## src/rtl/gsim_host.sv

```systemverilog
// Host-side b loader and x collector for the Gauss-Seidel solver core.
// Each solve runs RST -> GAP -> LOAD(N words) -> WAIT -> CAPT(N words); the solver's reset is owned here.
module gsim_host #(
   parameter int N       = 16,
   parameter int BW      = 16,
   parameter int XW      = 32,
   parameter int TIMEOUT = 4095
) (
   input  logic                   clk,
   input  logic                   rst_in,
   input  logic                   wr_en,
   input  logic [$clog2(N)-1:0]   wr_addr,
   input  logic [BW-1:0]          wr_data,
   input  logic                   start,
   input  logic [$clog2(N)-1:0]   rd_addr,
   output logic [XW-1:0]          rd_data,
   output logic                   busy,
   output logic                   done,
   output logic                   err,
   output logic                   gs_rst,
   output logic                   gs_in_en,
   output logic [BW-1:0]          gs_b,
   input  logic                   gs_out_valid,
   input  logic [XW-1:0]          gs_x
);
   localparam int          AW      = $clog2(N);
   localparam logic [AW-1:0] K_LAST = AW'(N - 1);
   localparam logic [11:0] TMO_LIM = 12'(TIMEOUT);

   typedef enum logic [2:0] {S_IDLE, S_RST, S_GAP, S_LOAD, S_WAIT, S_CAPT} state_t;

   state_t          state_q, state_d;
   logic [AW-1:0]   k_q, k_d, k_inc;
   logic [11:0]     tmo_q, tmo_d;
   logic            gs_rst_q, gs_rst_d;
   logic            gs_in_en_q, gs_in_en_d;
   logic [BW-1:0]   gs_b_q, gs_b_d;
   logic            busy_q;
   logic            done_q, done_d;
   logic            err_q, err_d;
   logic            x_we;
   logic [AW-1:0]   x_wa;
   logic [BW-1:0]   b_q [N];
   logic [XW-1:0]   x_q [N];

   assign k_inc = k_q + 1'b1;

   always_comb begin
      state_d    = state_q;
      k_d        = k_q;
      tmo_d      = tmo_q;
      gs_rst_d   = 1'b0;
      gs_in_en_d = 1'b0;
      gs_b_d     = '0;
      done_d     = done_q;
      err_d      = err_q;
      x_we       = 1'b0;
      x_wa       = k_q;
      case (state_q)
         S_IDLE: begin
            if (start) begin
               state_d  = S_RST;
               gs_rst_d = 1'b1;
               done_d   = 1'b0;
               err_d    = 1'b0;
               k_d      = '0;
            end
         end
         S_RST: state_d = S_GAP;
         S_GAP: begin
            state_d    = S_LOAD;
            gs_in_en_d = 1'b1;
            gs_b_d     = b_q[0];
         end
         // k_q is the index currently on gs_b; the next word is fetched one cycle ahead
         S_LOAD: begin
            if (k_q == K_LAST) begin
               state_d = S_WAIT;
               k_d     = '0;
               tmo_d   = '0;
            end else begin
               k_d        = k_inc;
               gs_in_en_d = 1'b1;
               gs_b_d     = b_q[k_inc];
            end
         end
         S_WAIT: begin
            if (gs_out_valid) begin
               x_we    = 1'b1;
               x_wa    = '0;
               state_d = S_CAPT;
               k_d     = AW'(1);
            end else begin
               if (tmo_q != 12'hFFF) tmo_d = tmo_q + 12'd1;
               if (tmo_d == TMO_LIM) begin
                  err_d   = 1'b1;
                  state_d = S_IDLE;
               end
            end
         end
         S_CAPT: begin
            if (gs_out_valid) begin
               x_we = 1'b1;
               k_d  = k_inc;
               if (k_q == K_LAST) begin
                  done_d  = 1'b1;
                  state_d = S_IDLE;
               end
            end else begin
               err_d   = 1'b1;
               state_d = S_IDLE;
               k_d     = '0;
            end
         end
         default: state_d = S_IDLE;
      endcase
   end

   always_ff @(posedge clk or posedge rst_in) begin
      if (rst_in) begin
         state_q    <= S_IDLE;
         k_q        <= '0;
         tmo_q      <= '0;
         gs_rst_q   <= 1'b1;
         gs_in_en_q <= 1'b0;
         gs_b_q     <= '0;
         busy_q     <= 1'b0;
         done_q     <= 1'b0;
         err_q      <= 1'b0;
      end else begin
         state_q    <= state_d;
         k_q        <= k_d;
         tmo_q      <= tmo_d;
         gs_rst_q   <= gs_rst_d;
         gs_in_en_q <= gs_in_en_d;
         gs_b_q     <= gs_b_d;
         busy_q     <= (state_d != S_IDLE);
         done_q     <= done_d;
         err_q      <= err_d;
      end
   end

   // Host writes land only while idle so a solve always streams a stable vector
   always_ff @(posedge clk or posedge rst_in) begin
      if (rst_in) begin
         for (int i = 0; i < N; i++) b_q[i] <= '0;
      end else if (wr_en && (state_q == S_IDLE)) begin
         b_q[wr_addr] <= wr_data;
      end
   end

   always_ff @(posedge clk or posedge rst_in) begin
      if (rst_in) begin
         for (int i = 0; i < N; i++) x_q[i] <= '0;
      end else if (x_we) begin
         x_q[x_wa] <= gs_x;
      end
   end

   assign rd_data  = x_q[rd_addr];
   assign busy     = busy_q;
   assign done     = done_q;
   assign err      = err_q;
   assign gs_rst   = gs_rst_q;
   assign gs_in_en = gs_in_en_q;
   assign gs_b     = gs_b_q;
endmodule
```

## config.mk

```make
export PLATFORM = sky130hd
export DESIGN_NAME = gsim_host
export DESIGN_NICKNAME = d
export VERILOG_FILES = /design/src/rtl/gsim_host.sv
export SDC_FILE = /design/constraint.sdc
export NUM_CORES = 1
export LEC_CHECK = 0
export CAP_MARGIN = 20
export CELL_PAD_IN_SITES_DETAIL_PLACEMENT = 0
export CELL_PAD_IN_SITES_GLOBAL_PLACEMENT = 1
export CORE_MARGIN = 3
export CORE_UTILIZATION = 57
export DETAILED_ROUTE_END_ITERATION = 6
export PLACE_DENSITY = 0.83
export SLEW_MARGIN = 20
export SYNTH_ARGS = -nofsm -noshare
export SYNTH_HDL_FRONTEND = slang
export SYNTH_SLANG_ARGS = --single-unit
```

## constraint.sdc

```tcl
create_clock -name clk -period 47.9 [get_ports clk]
set_clock_uncertainty 0.1 [all_clocks]
set_input_delay 7.185 -clock clk [delete_from_list [all_inputs] [get_ports clk]]
set_output_delay 7.185 -clock clk [all_outputs]
set_load 0.1 [all_outputs]
```

* After elaboration in Yosys (flattened, before gate mapping)
Cells that the tools add are included.
Word-level totals: register bits 808, output and inout bits 53, word-level logic and storage cells 131
Cells by class: mux-type cells 48, reductions and logical operators 14, add/subtract/negate cells 2, magnitude comparators 6, equal/unequal tests 16, bitwise operators 4
Operators by type and width (count):
- 512-bit bitwise mux | 1
- 256-bit bitwise mux | 1
- 32-bit binary-select mux with 4-bit select | 1
- 32-bit demux with 4-bit select | 1
- 32-bit 2-to-1 mux | 3
- 16-bit binary-select mux with 4-bit select | 1
- 16-bit demux with 4-bit select | 1
- 16-bit 2-to-1 mux | 4
- 12-bit 2-to-1 mux | 5
- 16-bit case mux with 2 select lines | 1
- 4-bit 2-to-1 mux | 6
- 12-bit case mux with 2 select lines | 1
- 5-bit greater-or-equal comparator, second input constant | 4
- 4-bit NOT with 5-bit output | 4
- 3-bit 2-to-1 mux | 6
- 3-bit case mux with 6 select lines | 1
- 2-bit != test, second input constant | 8
- 4-bit case mux with 4 select lines | 1
- 12-bit by 1-bit adder with 12-bit output, second input constant | 1
- 12-bit == test, second input constant | 1
- 12-bit != test, second input constant | 1
- 1-bit 2-to-1 mux | 11
- 5-bit by 1-bit less-than comparator with 1-bit output, second input constant | 2
- 3-bit by 2-bit == test with 1-bit output, second input constant | 2
- 15 further kinds | 22

* Logic depth before layout (Yosys ltp)
Gate-level depths: netlist (run 1).
word-level depth 9, mapped depth 9

* Worst setup path after synthesis (run 1)
OpenSTA, ideal clock, no wires.
path kind input to output, from in rd_addr[0], to out rd_data[10], arrival time 9181 ps, cell stages on the path 4, buffers on the path 2, slack 31434 ps, cells stage by stage buf_2 > buf_1 > mux4_2 > mux4_2
On the way: cells in the longest elaborated chain, start to end 4
RTL lines:
- start, declared | RTL line 15 | input logic [$clog2(N)-1:0] rd_addr,
- 4-bit NOT with 5-bit output (implied by the code) | RTL line 160 | assign rd_data = x_q[rd_addr];
- 32-bit binary-select mux with 4-bit select | RTL line 160
- 32-bit 2-to-1 mux (implied by the code) (2 in series) | RTL line 160
- end, declared | RTL line 16 | output logic [XW-1:0] rd_data,
No other way between the ends. The select of a mux whose other input is x is not followed.

* Worst setup path in the final report (run 1)
from in rd_addr[0], to out rd_data[0]
The elaborated chain is that of the path after synthesis.

==> flow_metrics.py, run 1 <==
metrics = {
    "global_route": {
        "grt_antenna_before_repair": 6,
        "grt_pass1_vias": 22065,
        "grt_max_degree": 203,
        "grt.overflow.total": 0,
        "grt_util_all_layers": 0.2586,
        "grt_pass1_wl_um": 132200,
    },
    "logic_synthesis": {
        "yosysWarnings": 0,
        "synthesis.nets": 2361,
        "synth-edff-count": 0,
        "syn_area_um2": 36410,
        "syn_inst": 2298,
        "async_reset_ff_frac": 1.000,
        "synth_ff_type": "dfrtp_1",
        "synth.largest_area_cell": "dfrtp_1",
        "synthTopCellsByArea": "dfrtp_1 (55%), mux2_2 (24%), mux4_2 (14%)",
        "avgSynthCellArea_um2": 15.85,
        "ys_types": 54,
        "ys_seq_elements": 808,
        "synth_top_area_share": 0.5546,
        "yosysSeqAreaShare": 0.5553,
    },
    "worst_setup_path": {
        "start_kind": "input pin",
        "path_class": "input pin to output port",
        "end_kind": "output port",
        "cp_max_fo": 77,
        "required_ns": 40.62,
        "cp.arrival_ns": 11.12,
    },
    "clock_network": {
        "cts_tree": "built",
        "cts-buffers-inserted": 84,
        "cts_resized": 0,
        "clock_sinks": 808,
        "ctsHoldBuffers": 0,
        "cts_max_level": 3,
        "cts_root_buf": "clkbuf_16",
        "cts_setup_buffers": 0,
        "clk_pin_slew_ns": 0.05,
        "clock_latency_ns": 0.62,
        "cts_max_path_buffers": 3,
    },
    "timing": {
        "final_hold_viol_count": 0,
        "finalSetupTns_ns": 0,
        "relSlewSlack": 0.2178,
        "setup_slack_ns": 29.50,
        "tightestPinTransition_ns": 1.170,
        "layout_min_cycle_time_ns": 18.40,
        "max_freq_mhz": 54.34,
        "rsz0062_at_grt": "false",
        "fin_crit_sh": 0.3842,
        "slew_viol_final": 0,
        "finalSetupViolCount": 0,
    },
    "floorplanning": {
        "initial_core_util": 0.5773,
        "dieHeight_um": 258.8,
        "num_rows": 92,
        "core-area_um2": 63080,
        "dieArea_um2": 66950,
        "die_x_um": 258.8,
        "pin_count": 114,
    },
    "routing": {
        "ant_nets": 0,
        "wl_per_cell_um": 25.76,
        "wl_met3_um": 4149,
        "drt_iter0_markers": 1259,
        "vias_per_cell": 6.252,
        "dr_wl_met2_um": 42550,
        "top_layer": "met5",
        "route.detailed.drc": 0,
        "wl_met1_um": 34940,
        "num_vias": 20374,
        "wl_um": 83960,
        "dr.pass1.iters": 5,
    },
    "placed_design": {
        "portBuffers": 113,
        "preCtsSetupSlack_ns": 29.45,
        "gp_congestion": 0.7844,
        "placed_area_um2": 38210,
        "dp_hpwl_um": 44920,
    },
    "power_and_ir_drop": {
        "peakVddDrop_uv": 38.51,
        "power.leakage_nw": 19.57,
        "powerDensity_nw_per_um2": 42.63,
    },
    "run_status": {
        "status": "complete, no violations",
    },
    "finish": {
        "multiInputGateArea_um2": 15430,
        "finalNetCount": 2417,
        "regArea_um2": 20220,
        "fillers": 4537,
        "final_cell_area_um2": 40990,
        "drive_gt1_frac": 0.5002,
        "area_delta_synth_final_pct": 12.57,
    },
    "run": {
        "drv_cap": 0,
    },
    "worst_hold_path": {
        "hold_class": "register to register",
    },
}
[registers in the layout (all words and copies together) (netlist names)]
| signal | count |
|---|---|
| err | 1 |
| done | 1 |
| x_q | 512 |
| gs_b | 16 |
| b_q | 256 |
| busy | 1 |
| k_q | 4 |
| tmo_q | 12 |
| gs_rst | 1 |
| state_q | 3 |
| gs_in_en | 1 |
[placed cells by master, fill, tap and decap left out, drive strengths merged, types with 5 or more instances in the layout]
cell and n:
mux4 224, o21ai 23, a21oi 7, and3 5, a32o 18, nor2b 6
nand2b 6, dfrtp 807, clkinv 16, clkbuf 121, mux2 769, a22o 7
buf 50, inv 9, clkdlybuf4s50 108, nand3 43, nand2 114, nor2 22
nor3 10
[area by class of cell]
type / count / share of cell area
Clock inverter: 23 / 0.006013
Sequential cell: 808 / 0.4934
Timing Repair Buffer: 159 / 0.03675
Clock buffer: 120 / 0.06053
Antenna cell: 2 / 0.0001221
Multi-Input combinational cell: 1293 / 0.3765
Tap cell: 846 / 0.02582
Inverter: 8 / 0.0009157
[through the flow]
stage | util | instances | total power [W] | hold WS (ns)
after global routing | 0.6498 | 3258 | 0.001816 | 0.4067
after detailed placement | 0.6058 | 3112 | 0.001116 | 0.3869
after CTS | 0.6490 | 3255 | 0.001764 | 0.4005
after floorplan | - | 2298 | 0.001014 | 0.3595
after global placement | 0.6059 | 3112 | 0.001108 | 0.3811
final | 0.6498 | 3259 | 0.001747 | 0.3988
[per-layer routing]
layer / vias up / GRT usage
li1: 8679 / -
met1: 11055 / 0.3422
met2: 467 / 0.4399
met3: 165 / 0.04876
met4: 8 / 0.07642
met5: - / 0
[Yosys cell counts (all sizes together) (2+ instances only)]
| library cell | instances |
|---|---|
| dfrtp | 807 |
| mux2 | 769 |
| mux4 | 224 |
| nand2 | 114 |
| clkbuf | 96 |
| buf | 93 |
| nand3 | 43 |
| o21ai | 23 |
| nor2 | 22 |
| a32o | 18 |
| nor3 | 10 |
| a21oi | 7 |
| a22o | 7 |
| inv | 7 |
| nand2b | 6 |
| nor2b | 6 |
| and3 | 5 |
| a31oi | 4 |
| nand4 | 3 |
| nand4b | 3 |
| xor2 | 3 |
| ha | 2 |
| nor3b | 2 |
| o31ai | 2 |
| or3 | 2 |
[worst max-delay path, stage by stage]
cell             delay, ns
clkbuf_8              0.65
buf_4                 0.91
mux4_2                0.61
mux4_2                0.56
clkdlybuf4s50_1       1.00
[final timing paths]
kind | from | to | slack [ns] | cells after the start
setup / recovery | rd_addr[0] | rd_data[0] | 29.50 | 5
hold / removal | b_q[131] | b_q[131] | 0.40 | 1
setup reg to reg | k_q[0] | gs_b[7] | 44.36 | 6
hold reg to reg | b_q[131] | b_q[131] | 0.40 | 1
max in group asynchronous | rst_in | x_q[397] | 38.37 | 5
min in group asynchronous | rst_in | tmo_q[2] | 7.00 | 2
[cells by family after synthesis]
| family | Yosys count | synth area share |
|---|---|---|
| simple gates | 222 | 0.02900 |
| flops | 808 | 0.5553 |
| xor+xnor | 4 | 0.0009622 |
| compound gates | 71 | 0.01416 |
| mux | 994 | 0.3766 |
| fa+ha+maj | 2 | 0.0006871 |
| buf+inv | 197 | 0.02330 |
[report_power, final]
part | internal [W] | leakage [nW] | switching (W)
registers | 0.000728 | 11.1 | 0.0000377
logic | 0.000132 | 7.11 | 0.000204
clock network | 0.000381 | 1.34 | 0.000265
total | 0.00124 | 19.6 | 0.000507
(Power assumes the default switching activity.)
==> inputs of run 2 (changes only) <==
- CORE_UTILIZATION: 57 -> 53
- PLACE_DENSITY: 0.83 -> 0.78
- clock period: 47.9 -> 18.3 ns (I/O delays scaled with it)
==> run 2 against run 1 <==
- design area increased by 0.62%
- wire length grew 0.22%
- critical path type unchanged
- cell count is 1.2% higher
- first-iteration DRC count down 4.0%
- critical endpoint is now rd_data[2]
==> flow_metrics.py, run 2 (synthesis gave the netlist of run 1 again) <==
metrics = {
    "run_status": {
        "status": "complete, no violations",
    },
    "timing": {
        "relSlewSlack": 0.2403,
        "tightestPinTransition_ns": 1.137,
        "layout_min_cycle_time_ns": 9.432,
        "slew_viol_final": 0,
        "finalSetupViolCount": 0,
        "max_freq_mhz": 106.0,
        "final_hold_viol_count": 0,
        "fin_crit_sh": 0.5154,
        "finalSetupTns_ns": 0,
        "rsz0062_at_grt": "false",
    },
    "worst_setup_path": {
        "crit_path_frequent_cell": "mux4_2",
        "cpPeakStageDelay_ns": 1.00,
        "end_kind": "output port",
        "cp_max_fo": 77,
        "required_ns": 15.45,
        "cp.arrival_ns": 6.59,
        "crit_chain": "clkbuf_8 > buf_4 > mux4_2 > mux4_2 > clkdlybuf4s50_1",
        "slowest_stage": "clkdlybuf4s50_1",
        "path_class": "input pin to output port",
        "start_kind": "input pin",
    },
    "placed_design": {
        "dp_hpwl_um": 46470,
        "portBuffers": 113,
        "gp_congestion": 0.7865,
    },
    "floorplanning": {
        "dieHeight_um": 268.1,
        "core-area_um2": 67630,
        "dieArea_um2": 71890,
        "pin_count": 114,
        "num_rows": 95,
        "die_x_um": 268.1,
        "initial_core_util": 0.5384,
    },
    "clock_network": {
        "cts_max_level": 3,
        "cts-buffers-inserted": 85,
        "clk_pin_slew_ns": 0.06,
        "clock_latency_ns": 0.63,
        "ctsHoldBuffers": 0,
        "cts_max_path_buffers": 3,
        "cts_setup_buffers": 0,
        "clock_sinks": 808,
        "cts_tree": "built",
        "cts_root_buf": "clkbuf_16",
        "cts_resized": 0,
    },
    "finish": {
        "drive_gt1_frac": 0.5010,
        "largest_register_ffs": 512,
        "final_cell_mix": "dfrtp_1 (806), mux2_2 (768), mux4_2 (224)",
        "area_delta_synth_final_pct": 13.27,
        "finalNetCount": 2418,
        "regMostFlops": "x_q",
        "fillers": 5054,
        "layout_commonest_cell": "dfrtp_1",
        "fin_util": 0.6099,
    },
    "power_and_ir_drop": {
        "power.leakage_nw": 19.67,
        "pwr-share-clk": 0.383,
        "pwr-share-comb": 0.189,
        "internal_power_w": 0.003340,
        "pwr-share-seq": 0.428,
        "netSwitchingFraction": 0.2851,
        "powerDensity_nw_per_um2": 113.3,
        "peakVddDrop_uv": 113.2,
        "power.switching_w": 0.001332,
    },
    "run": {
        "drv_cap": 0,
    },
    "worst_hold_path": {
        "hold_class": "register to register",
    },
    "routing": {
        "vias_per_cell": 6.136,
        "dr.pass1.iters": 6,
        "top_layer": "met5",
        "wl_per_cell_um": 25.52,
        "num_vias": 20229,
        "route.detailed.drc": 0,
        "drt_iter0_markers": 1209,
        "wl_um": 84140,
        "wl_met1_um": 35850,
        "ant_nets": 0,
        "wl_met3_um": 3422,
        "dr_wl_met2_um": 42770,
    },
    "global_route": {
        "grt_antenna_before_repair": 5,
        "grt_pass1_vias": 21954,
        "grt.overflow.total": 0,
        "grt_max_degree": 88,
        "grt_pass1_wl_um": 131800,
        "grt_util_all_layers": 0.2414,
    },
}
run 2: critical path, delay by kind of cell:
kind	cells	cell delay, ns
buf+inv	3	2.61
mux	2	1.15
run 2: per-layer routing:
layer / up-vias / track usage
li1: 8690 / -
met1: 10990 / 0.3258
met2: 393 / 0.4127
met3: 150 / 0.03800
met4: 6 / 0.06426
met5: - / 0
run 2: path summary, 6_finish.rpt:
| check | to | slack [ns] | start | depth (start not counted) |
|---|---|---|---|---|
| setup / recovery | rd_data[2] | 8.87 | rd_addr[0] | 5 |
| hold / removal | x_q[378] | 0.39 | x_q[378] | 1 |
| setup reg to reg | gs_b[2] | 14.95 | k_q[0] | 6 |
| hold reg to reg | x_q[378] | 0.39 | x_q[378] | 1 |
| max in group asynchronous | x_q[294] | 11.68 | rst_in | 6 |
| min in group asynchronous | x_q[58] | 2.53 | rst_in | 2 |
run 2: final cells by class:
cell class	count	area [um2]	area share
diodes	1	2.502	0.00006067
clock buffers	126	2545	0.06170
clock inverters	29	395.4	0.009586
inverters	8	33.78	0.0008190
multi-input cells	1293	15430	0.3741
flip-flops and latches	808	20220	0.4903
well taps	873	1092	0.02648
repair buffers	159	1521	0.03689
run 2: metrics by stage:
step	hold WS, ns	instances	setup slack (ns)	power (W)	area, um2
after floorplan	0.3595	2298	4.363	0.002656	36420
after global placement	0.3815	3138	8.810	0.002908	38230
after detailed placement	0.3825	3139	8.729	0.002925	38240
after CTS	0.3958	3294	8.726	0.004729	41180
after global routing	0.4057	3296	8.555	0.004867	41240
final	0.3948	3297	8.868	0.004672	41250
run 2: power by group through the flow:
stage	Combinational [W]	Sequential (W)	Clock (W)
6_report	0.000884	0.00200	0.00179
3_3_place_gp	0.000883	0.00202	0
3_5_place_dp	0.000895	0.00203	0
4_1_cts	0.000898	0.00200	0.00183
5_1_grt	0.000947	0.00202	0.00190
2_1_floorplan	0.000580	0.00208	0
